$ cat config.mk
export PLATFORM = sky130hd
export DESIGN_NAME = thumb_inst_aligner
export DESIGN_NICKNAME = d
export VERILOG_FILES = /design/src/rtl/thumb_inst_aligner.sv
export SDC_FILE = /design/constraint.sdc
export NUM_CORES = 1
export LEC_CHECK = 0
export CORE_ASPECT_RATIO = 1.2
export CORE_MARGIN = 4
export CORE_UTILIZATION = 52
export DETAILED_ROUTE_END_ITERATION = 7
export PLACE_DENSITY_LB_ADDON = 0.12
export SYNTH_ARGS = -nofsm -noshare
export SYNTH_HDL_FRONTEND = slang
export SYNTH_SLANG_ARGS = --single-unit
$ cat constraint.sdc
create_clock -name clk -period 4.34 [get_ports clk]
set_input_delay 0.434 -clock clk [delete_from_list [all_inputs] [get_ports clk]]
set_output_delay 0.434 -clock clk [all_outputs]
set_load 0.02 [all_outputs]
$ cat src/rtl/thumb_inst_aligner.sv
// Thumb halfword aligner: splits 32-bit fetch words into a 4-entry halfword queue,
// detects 16/32-bit encodings and issues one instruction per handshake with its PC.
module thumb_inst_aligner #(
  parameter int unsigned QDEPTH = 4
) (
  input  logic        clk,
  input  logic        rst_n,
  input  logic        fetch_valid,
  output logic        fetch_ready,
  input  logic [31:0] fetch_data,
  input  logic        flush,
  input  logic [31:0] flush_pc,
  output logic        dec_valid,
  input  logic        dec_ready,
  output logic [31:0] dec_inst,
  output logic        dec_is32,
  output logic [31:0] dec_pc
);

  localparam int unsigned HW_W  = 16;
  localparam int unsigned PTR_W = 2;
  localparam int unsigned CNT_W = 3;

  logic [HW_W-1:0]  queue [QDEPTH];
  logic [PTR_W-1:0] head;
  logic [CNT_W-1:0] hw_cnt;
  logic             skip;
  logic [31:0]      pc;

  logic [HW_W-1:0]  head_hw;
  logic [HW_W-1:0]  second_hw;
  logic             head_is32;
  logic             push_en;
  logic             pop_en;
  logic [CNT_W-1:0] push_n;
  logic [CNT_W-1:0] pop_n;
  logic [PTR_W-1:0] tail;

  // Decode view of the queue head and the handshake qualifiers
  always_comb begin
    head_hw     = queue[head];
    second_hw   = queue[head + PTR_W'(1)];
    head_is32   = (head_hw[15:13] == 3'b111) && (head_hw[12:11] != 2'b00);
    fetch_ready = (hw_cnt <= CNT_W'(2)) && !flush;
    dec_valid   = !flush && (((hw_cnt >= CNT_W'(1)) && !head_is32) ||
                             (hw_cnt >= CNT_W'(2)));
    push_en     = fetch_valid && fetch_ready;
    pop_en      = dec_valid && dec_ready;
    push_n      = '0;
    if (push_en) begin
      push_n = skip ? CNT_W'(1) : CNT_W'(2);
    end
    pop_n       = '0;
    if (pop_en) begin
      pop_n = head_is32 ? CNT_W'(2) : CNT_W'(1);
    end
    tail        = head + hw_cnt[PTR_W-1:0];
  end

  // Instruction output in the decoder's format; zero unless issuing
  always_comb begin
    dec_inst = '0;
    dec_is32 = 1'b0;
    if (dec_valid) begin
      dec_is32 = head_is32;
      dec_inst = head_is32 ? {head_hw, second_hw} : {head_hw, 16'h0000};
    end
    dec_pc = pc;
  end

  // Queue, pointer, count and PC state; flush overrides any handshake
  always_ff @(posedge clk or negedge rst_n) begin
    if (!rst_n) begin
      for (int i = 0; i < int'(QDEPTH); i++) begin
        queue[i] <= '0;
      end
      head   <= '0;
      hw_cnt <= '0;
      skip   <= 1'b0;
      pc     <= '0;
    end else if (flush) begin
      head   <= '0;
      hw_cnt <= '0;
      skip   <= flush_pc[1];
      pc     <= {flush_pc[31:1], 1'b0};
    end else begin
      // Free slots start at tail; pop reads pre-push contents so they never overlap
      if (push_en) begin
        if (skip) begin
          queue[tail] <= fetch_data[31:16];
          skip        <= 1'b0;
        end else begin
          queue[tail]               <= fetch_data[15:0];
          queue[tail + PTR_W'(1)]   <= fetch_data[31:16];
        end
      end
      head   <= head + pop_n[PTR_W-1:0];
      hw_cnt <= hw_cnt + push_n - pop_n;
      if (pop_en) begin
        pc <= pc + (head_is32 ? 32'd4 : 32'd2);
      end
    end
  end

endmodule

# Yosys cells after proc, flatten, opt, wreduce, memory -nomap -nowiden
# Cells that the tools add are included.
# op_classes
div	0
add_sub_neg	7
n_mul	0
bitwise_logic	5
n_lt_le_gt_ge	9
shift	0
muxes	28
n_eq_ne	1
n_reduce_logical	15
# ops
op	n
bitwise mux 64 bit	3
2-to-1 mux 16 bit	7
2-to-1 mux 32 bit	3
binary-select mux 16 bit (select 2 bit)	2
demux 16 bit (select 2 bit)	2
2-to-1 mux 64 bit	1
adder 32 x 3 -> 32 bit	1
>= comparator 3 bit, second input constant	4
inverter 2 -> 3 bit	4
2-to-1 mux 2 bit	5
logical AND 1 bit	8
< comparator 3 x 1 -> 1 bit, second input constant	2
2-to-1 mux 3 bit	2
nonzero test 2 bit	3
adder 2 x 1 -> 2 bit, second input constant	2
adder 2 bit	2
adder 3 x 2 -> 3 bit	1
== test 3 bit, second input constant	1
>= comparator 3 x 1 -> 1 bit, second input constant	1
>= comparator 3 x 2 -> 1 bit, second input constant	1
less-or-equal comparator 3 x 2 -> 1 bit, second input constant	1
2-to-1 mux 1 bit	3
subtractor 3 bit	1
zero test 1 bit	2
other kinds (3)	3
# word_totals
latch_bits	0
ram_bits	0
mem_bits_ro	0
output_inout_bits	67
n_memories	0
word_cells	73
inputBits	69
reg_bits	102

# Depth between registers and ports, before layout
# depth
depth_word	14
mapped_depth	13
ltp_nobuf	10

# Worst setup path before layout
# No wires, ideal clock.
# synth_timing
kind	flip-flop to flip-flop
startpoint	register head[0]
endpoint	register pc[31], in the netlist dec_pc[31]
setup_ns	0.082
required_ns	4.258
period_less_slack_ns	3.490
stages_incl_launch_ff	13
n_path_buf	2
setup_slack_ns	0.850
arrival_time_ns	3.409
path_cell_list	dfrtp_1 > buf_6 > mux4_2 > o21ai_4 > or2_2 > ha_1 > inv_1 > fa_1 > nand3b_1 > or4_1 > clkbuf_2 > or4_1 > a31oi_1
# synth_via
elab_chain_len	12
word_cells_on_any_way	17
classes_between	add/sub (1); eq/ne (1); mux (6); bitwise (1); reduce/logical (8)
# synth_rtl
element	line_no	source
start: declaration	25	logic [PTR_W-1:0] head;
start signal: assignment	97	head <= head + pop_n[PTR_W-1:0];
inverter 2 -> 3 bit (implied by the code) *	41	head_hw = queue[head];
binary-select mux 16 bit (select 2 bit) *	41	
2-to-1 mux 16 bit (implied by the code) * (2 in a row)	41	
== test 3 bit / nonzero test 2 bit (equally long branches)	43	head_is32 = (head_hw[15:13] == 3'b111) && (head_hw[12:11] != 2'b00);
logical AND 1 bit *	43	
parallel branches: the longest is 6 deep, another holds adder 32 x 3 -> 32 bit	-	
end signal: assignment	85	pc <= {flush_pc[31:1], 1'b0};
end signal: assignment	100	pc <= pc + (head_is32 ? 32'd4 : 32'd2);
end: declaration	28	logic [31:0] pc;
# Every way passes the cells marked *. The select of a mux whose other input is x is not followed.
# A chain may end at the register's enable or synchronous reset.

# Final worst setup path
# Ends and elaborated chain as after synthesis.

==> impl_metrics.json <==
{
  "rr_worst_depth": 10,
  "core_um2": 12100,
  "clock_skew_ns": 0.00555,
  "synth_mux_area_share_pct": 11.7,
  "period_minus_slack_ns": 4.06,
  "power_density_nw_per_um2": 503,
  "outcome": "finished clean",
  "io_pins": 136,
  "yosysUniqueCellTypes": 50,
  "nFillCells": 989,
  "fin_ws_ns": 0.278,
  "root_buffer": "clkbuf_16",
  "hpwl_um": 13000,
  "postSynthCellCount": 695,
  "rsz0062_at_grt": "false",
  "cap_violations": 0,
  "syn_area_um2": 6460,
  "synth_most_common_cell": "dfrtp_1",
  "synthTopCellsByCount": "dfrtp_1 (101), nand2_1 (85), o21ai_0 (75)",
  "worst_pin_slew_ns": 0.883,
  "antenna_found_initial": 0,
  "yosys.area.top_type": "dfrtp_1",
  "cts_buffers": 9,
  "ff_latch_area_um2": 2530,
  "viasPerCell": 6.32,
  "die_x_um": 110,
  "fin_tns_setup_ns": 0,
  "track_usage_pct": 27.2,
  "cts_hold_buffers": 0,
  "synth-edff-count": 0,
  "cts.sinks": 101,
  "antenna_left": 0,
  "critPathMaxFanout": 9,
  "clockBufferDepth": 2,
  "die_y_um": 130,
  "critical_path_class": "reg -> reg",
  "fin_crit_sh_pct": 93.6,
  "routabilityCongestion": 0.898,
  "n_antenna_cell": 0,
  "layout-drive-gt1-share_pct": 10.6,
  "synth.area.top_cells": "dfrtp_1 (39%), mux4_2 (11%), a22oi_1 (7.7%), o21ai_0 (5.8%), nand2_1 (4.9%)",
  "ctsResizeCount": 0,
  "endpoint_kind": "flop",
  "rows": 44,
  "start_kind": "flop",
  "regToRegStartpoint": "head[0]",
  "wl_um": 19200,
  "first_global_vias": 5962,
  "first_pass_iters": 5,
  "ir_worst_vdd_v": 0.000307,
  "dr.first_iter.drc_count": 475,
  "synth_top_family_by_area": "compound AO/OA/AOI/OAI gates",
  "reg2reg_to": "dec_pc[31]",
  "synth-simple-area-share_pct": 18.9,
  "synth_flop_cell": "dfrtp_1",
  "port_buffers": 133,
  "synth.top_cell.area_share_pct": 39.1,
  "slew_viol_final": 0,
  "drc": 0,
  "crit_arrival_ns": 4.33,
  "synth_seq_area_share_pct": 39.1,
  "regToRegSetupSlack_ns": 0.28,
  "synth_compound_area_share_pct": 21.7,
  "grt_pass1_wl_um": 30300,
  "timing.final.hold_violations": 0,
  "clk_pin_slew_ns": 0.07,
  "start_util_pct": 53.4,
  "max-slew-margin-rel_pct": 41.1,
  "cts_max_level": 3,
  "cts_setup_buffers": 0,
  "wl_per_cell_um": 19.7,
  "syn2layout_area_growth_pct": 27.4,
  "hp-class": "in -> async",
  "synth-seq-cells": 101,
  "clock_latency_ns": 0.35,
  "die_area_um2": 14300,
  "yosys_warnings": 0,
  "fmax_ghz": 0.246,
  "synth_fa_ha_area_share_pct": 3.25,
  "leakage_uw": 0.00320,
  "num_vias": 6146,
  "syn_nets": 779,
  "async_reset_ff_share_pct": 100,
  "cp.required_ns": 4.61,
  "final_net_count": 891,
  "pre_cts_ws_ns": 0.281,
  "synth-xor-area-share_pct": 0.948,
  "setup_viol": 0,
  "multi_input_area_um2": 3680,
  "grt_max_degree": 67,
  "fin_hold_ws_ns": 0.204,
  "overflow": 0,
  "cts_tree": "done",
  "synth.avg_cell_area_um2": 9.30
}
layer usage:
metal | part of all wire, % | wire length, um | track usage, %
met2 | 49 | 9340 | 44.9
met4 | 2.6 | 506 | 11.1
met5 | 0 | 0 | 0
met1 | 41 | 7860 | 35.2
met3 | 7.5 | 1450 | 5.20
report_power, final:
| group | internal, uW | switching (uW) |
|---|---|---|
| combinational | 839 | 1050 |
| clock | 389 | 372 |
| sequential | 1230 | 262 |
sequential cells by signal, indices dropped and copies added, names as in the netlist:
signal,flops
dec_pc,31
hw_cnt,3
head,2
skip,1
queue,64
how the worst max path moves through the flow:
stage,from,endpoint,cells after the start
detailed placement,head[0],dec_pc[31],10
global placement,head[0],dec_pc[31],10
CTS,head[0],dec_pc[31],10
floorplan,head[0],dec_pc[31],12
global route,head[0],dec_pc[31],10
finish,head[0],dec_pc[31],10
through the flow:
| stage | util (%) | std cells | total power (uW) | cell area (um^2) |
|---|---|---|---|---|
| 6_report | 68.0 | 973 | 4140 | 8240 |
| 5_1_grt | 68.0 | 973 | 4420 | 8240 |
| 4_1_cts | 68.0 | 973 | 4140 | 8240 |
| 3_5_place_dp | 65.8 | 957 | 3370 | 7970 |
| 3_3_place_gp | 65.8 | 957 | 3280 | 7970 |
| 2_1_floorplan | - | 695 | 2700 | 6460 |
critical path: stages (launching register included):
cell and delay [ns]:
dfrtp_1 0.61, mux4_2 0.61, o21ai_4 0.26, or2_2 0.23, ha_1 0.21, inv_1 0.06
fa_1 0.45, nand3b_1 0.27, or4_1 0.60, or4_1 0.51, a31oi_1 0.16
cell usage in the layout, fill, tap and decap left out, types with 12 or more instances in the layout:
master / n
a21oi_1: 24
a22oi_1: 66
a31oi_1: 19
and2_1: 34
buf_4: 24
clkdlybuf4s50_1: 132
dfrtp_1: 100
ha_1: 12
inv_1: 16
mux4_2: 32
nand2_1: 85
nand3_1: 22
nor2_1: 44
o21ai_0: 73
o31ai_1: 12
or4_1: 16
area by class of cell:
| class | instances | area share, % |
|---|---|---|
| multi-input cells | 523 | 44.6 |
| flip-flops and latches | 101 | 30.7 |
| repair buffers | 156 | 18.2 |
| clock buffers | 10 | 2.78 |
| well taps | 161 | 2.44 |
| inverters | 16 | 0.729 |
| clock inverters | 6 | 0.486 |
cell families after synthesis:
family          count (synthesis)
fa+ha+maj                      15
buf+inv                        71
simple gates                  245
mux                            35
xor+xnor                        7
compound gates                220
other cells                     1
flops                         101
Power figures use the tool's default switching activity.
==> edit, RTL diff (same settings) <==
Change the localparam `PTR_W` from 2 to 3.
--- a/src/rtl/thumb_inst_aligner.sv
+++ b/src/rtl/thumb_inst_aligner.sv
@@ -18,7 +18,7 @@
 );
 
   localparam int unsigned HW_W  = 16;
-  localparam int unsigned PTR_W = 2;
+  localparam int unsigned PTR_W = 3;
   localparam int unsigned CNT_W = 3;
 
   logic [HW_W-1:0]  queue [QDEPTH];
Behaviour: not the same (a bounded check fails within 4 cycles, from zero or initial values and one cycle with rst_n low).
==> edit against the original RTL <==
- routed wire length up 16%
- worst setup slack better by 130 ps
- critical path type unchanged
- synthesized area up 12%
- non-clock buffer count rose by 1
- largest cell class unchanged
- sequential cell count increased by 1
- hold slack worse by 38 ps
- design area increased by 9.6%
- final cell count rose by 13%
- fmax rose by 3.2%
- total power is 30% higher
- first-iteration DRC count grew 100%
==> edit: results (changes against the original RTL) <==
| Metric | Value |
|---|---|
| Status | `completed (unchanged)` |
| Post-DP Area | `8700 um2 (was 7970 um2)` |
| Slew Limit Headroom | `41.1% (about the same)` |
| Max reg flops | `64 (unchanged)` |
| Initial antenna violation count | `0 (unchanged)` |
| Post-Synth XOR/XNOR Area | `1.76% (was 0.948%)` |
| Synth top area cells | `dfrtp_1, mux4_2, a22oi_1 (unchanged)` |
| Largest net degree at the start of global routing | `101 (was 67)` |
| Leak pwr | `3.55 nW (was 3.20 nW)` |
| Share of post-route cells with drive strength above 1 | `10.0% (was 10.6%)` |
| Post-synth ARST share | `100% (unchanged)` |
| Vias in the first global route | `6,926 (was 5,962)` |
| Library cells used by synthesis | `59 (was 50)` |
| Worst setup SP type | `register (unchanged)` |
| Final wirelength | `22,300 um (was 19,200 um)` |
| HP Class | `primary input to asynchronous set/reset pin (unchanged)` |
| R2r worst-path depth | `12 (was 10)` |
| Ys flop type | `dfrtp_1 (unchanged)` |
| Post-DP HPWL | `15,300 um (was 13,000 um)` |
| Pint | `3.08 mW (was 2.46 mW)` |
| Initial DRC count | `962 (was 475)` |
| Clock share of power | `16.8% (was 18.4%)` |
| DP Worst Slack | `435 ps (was 281 ps)` |
| Post-synthesis sequential area ratio | `35.2% (was 39.1%)` |
| NumNets Final | `1,002 (was 891)` |
| Complex-gate fraction of the synthesized area | `23.8% (was 21.7%)` |
| Placer Congestion | `0.829 (was 0.898)` |
| Syn nets | `903 (was 779)` |
| Worst IR Drop VDD | `0.000332 V (was 0.000307 V)` |
| EDFF count, synth | `0 (unchanged)` |
| Skew final | `4.71 ps (was 5.55 ps)` |
| Post-route setup slack | `405 ps (was 278 ps)` |
| WHS | `166 ps (was 204 ps)` |
| Largest fanout on the critical path | `7 (was 9)` |
| Vias per inst | `6.43 (was 6.32)` |
| Post-synthesis mux area share | `10.6% (was 11.7%)` |
| First-pass GRT wire length | `35,300 um (was 30,300 um)` |
| Synth Area in Adders | `2.24% (was 3.25%)` |
| Syn_area_per_cell | `8.80 um2 (was 9.30 um2)` |
| Synth cell count leaders | `dfrtp_1, nor2_1, a21oi_1, o21ai_0, clkbuf_1 (was dfrtp_1, nand2_1, o21ai_0, a22oi_1)` |
| Pre-antenna DRT Iters | `6 (was 5)` |
| Final Non-Filler Cells | `1,099 (was 973)` |
| PD cells | `598 nW/um2 (was 503 nW/um2)` |
| # Post-CTS Setup Buffers | `0 (unchanged)` |
| WP data arrival | `4180 ps (was 4330 ps)` |
| Gr usage total | `28.0% (was 27.2%)` |
| Seq pwr | `1.58 mW (was 1.49 mW)` |
| Crit path to | `dec_pc[23] (was dec_pc[31])` |
| N_diodes | `0 (unchanged)` |
[edit: critical path: stages (launching register included)]
cell	delay (ps)
dfrtp_1	520
buf_4	220
mux4_2	540
o2111a_2	200
inv_2	140
ha_1	210
inv_1	60
fa_1	410
nand2b_1	230
nor2_1	260
nand2_1	190
or4_1	580
o221a_2	250
[edit: layout make-up]
class | instances | area (um2)
flip-flops and latches | 102 | 2550
fillers | 1130 | 4730
inverters | 51 | 191
clock buffers | 11 | 243
well taps | 171 | 214
repair buffers | 157 | 1510
multi-input cells | 602 | 4240
clock inverters | 5 | 81.3
[edit: routing by layer]
| layer | up-vias | global-route usage [%] | wire length [um] |
|---|---|---|---|
| met5 | - | 0 | 0 |
| met4 | 0 | 10.8 | 510 |
| met3 | 51 | 3.08 | 1870 |
| met2 | 376 | 46.2 | 11100 |
| met1 | 3413 | 38.0 | 8820 |
| li1 | 3230 | - | - |
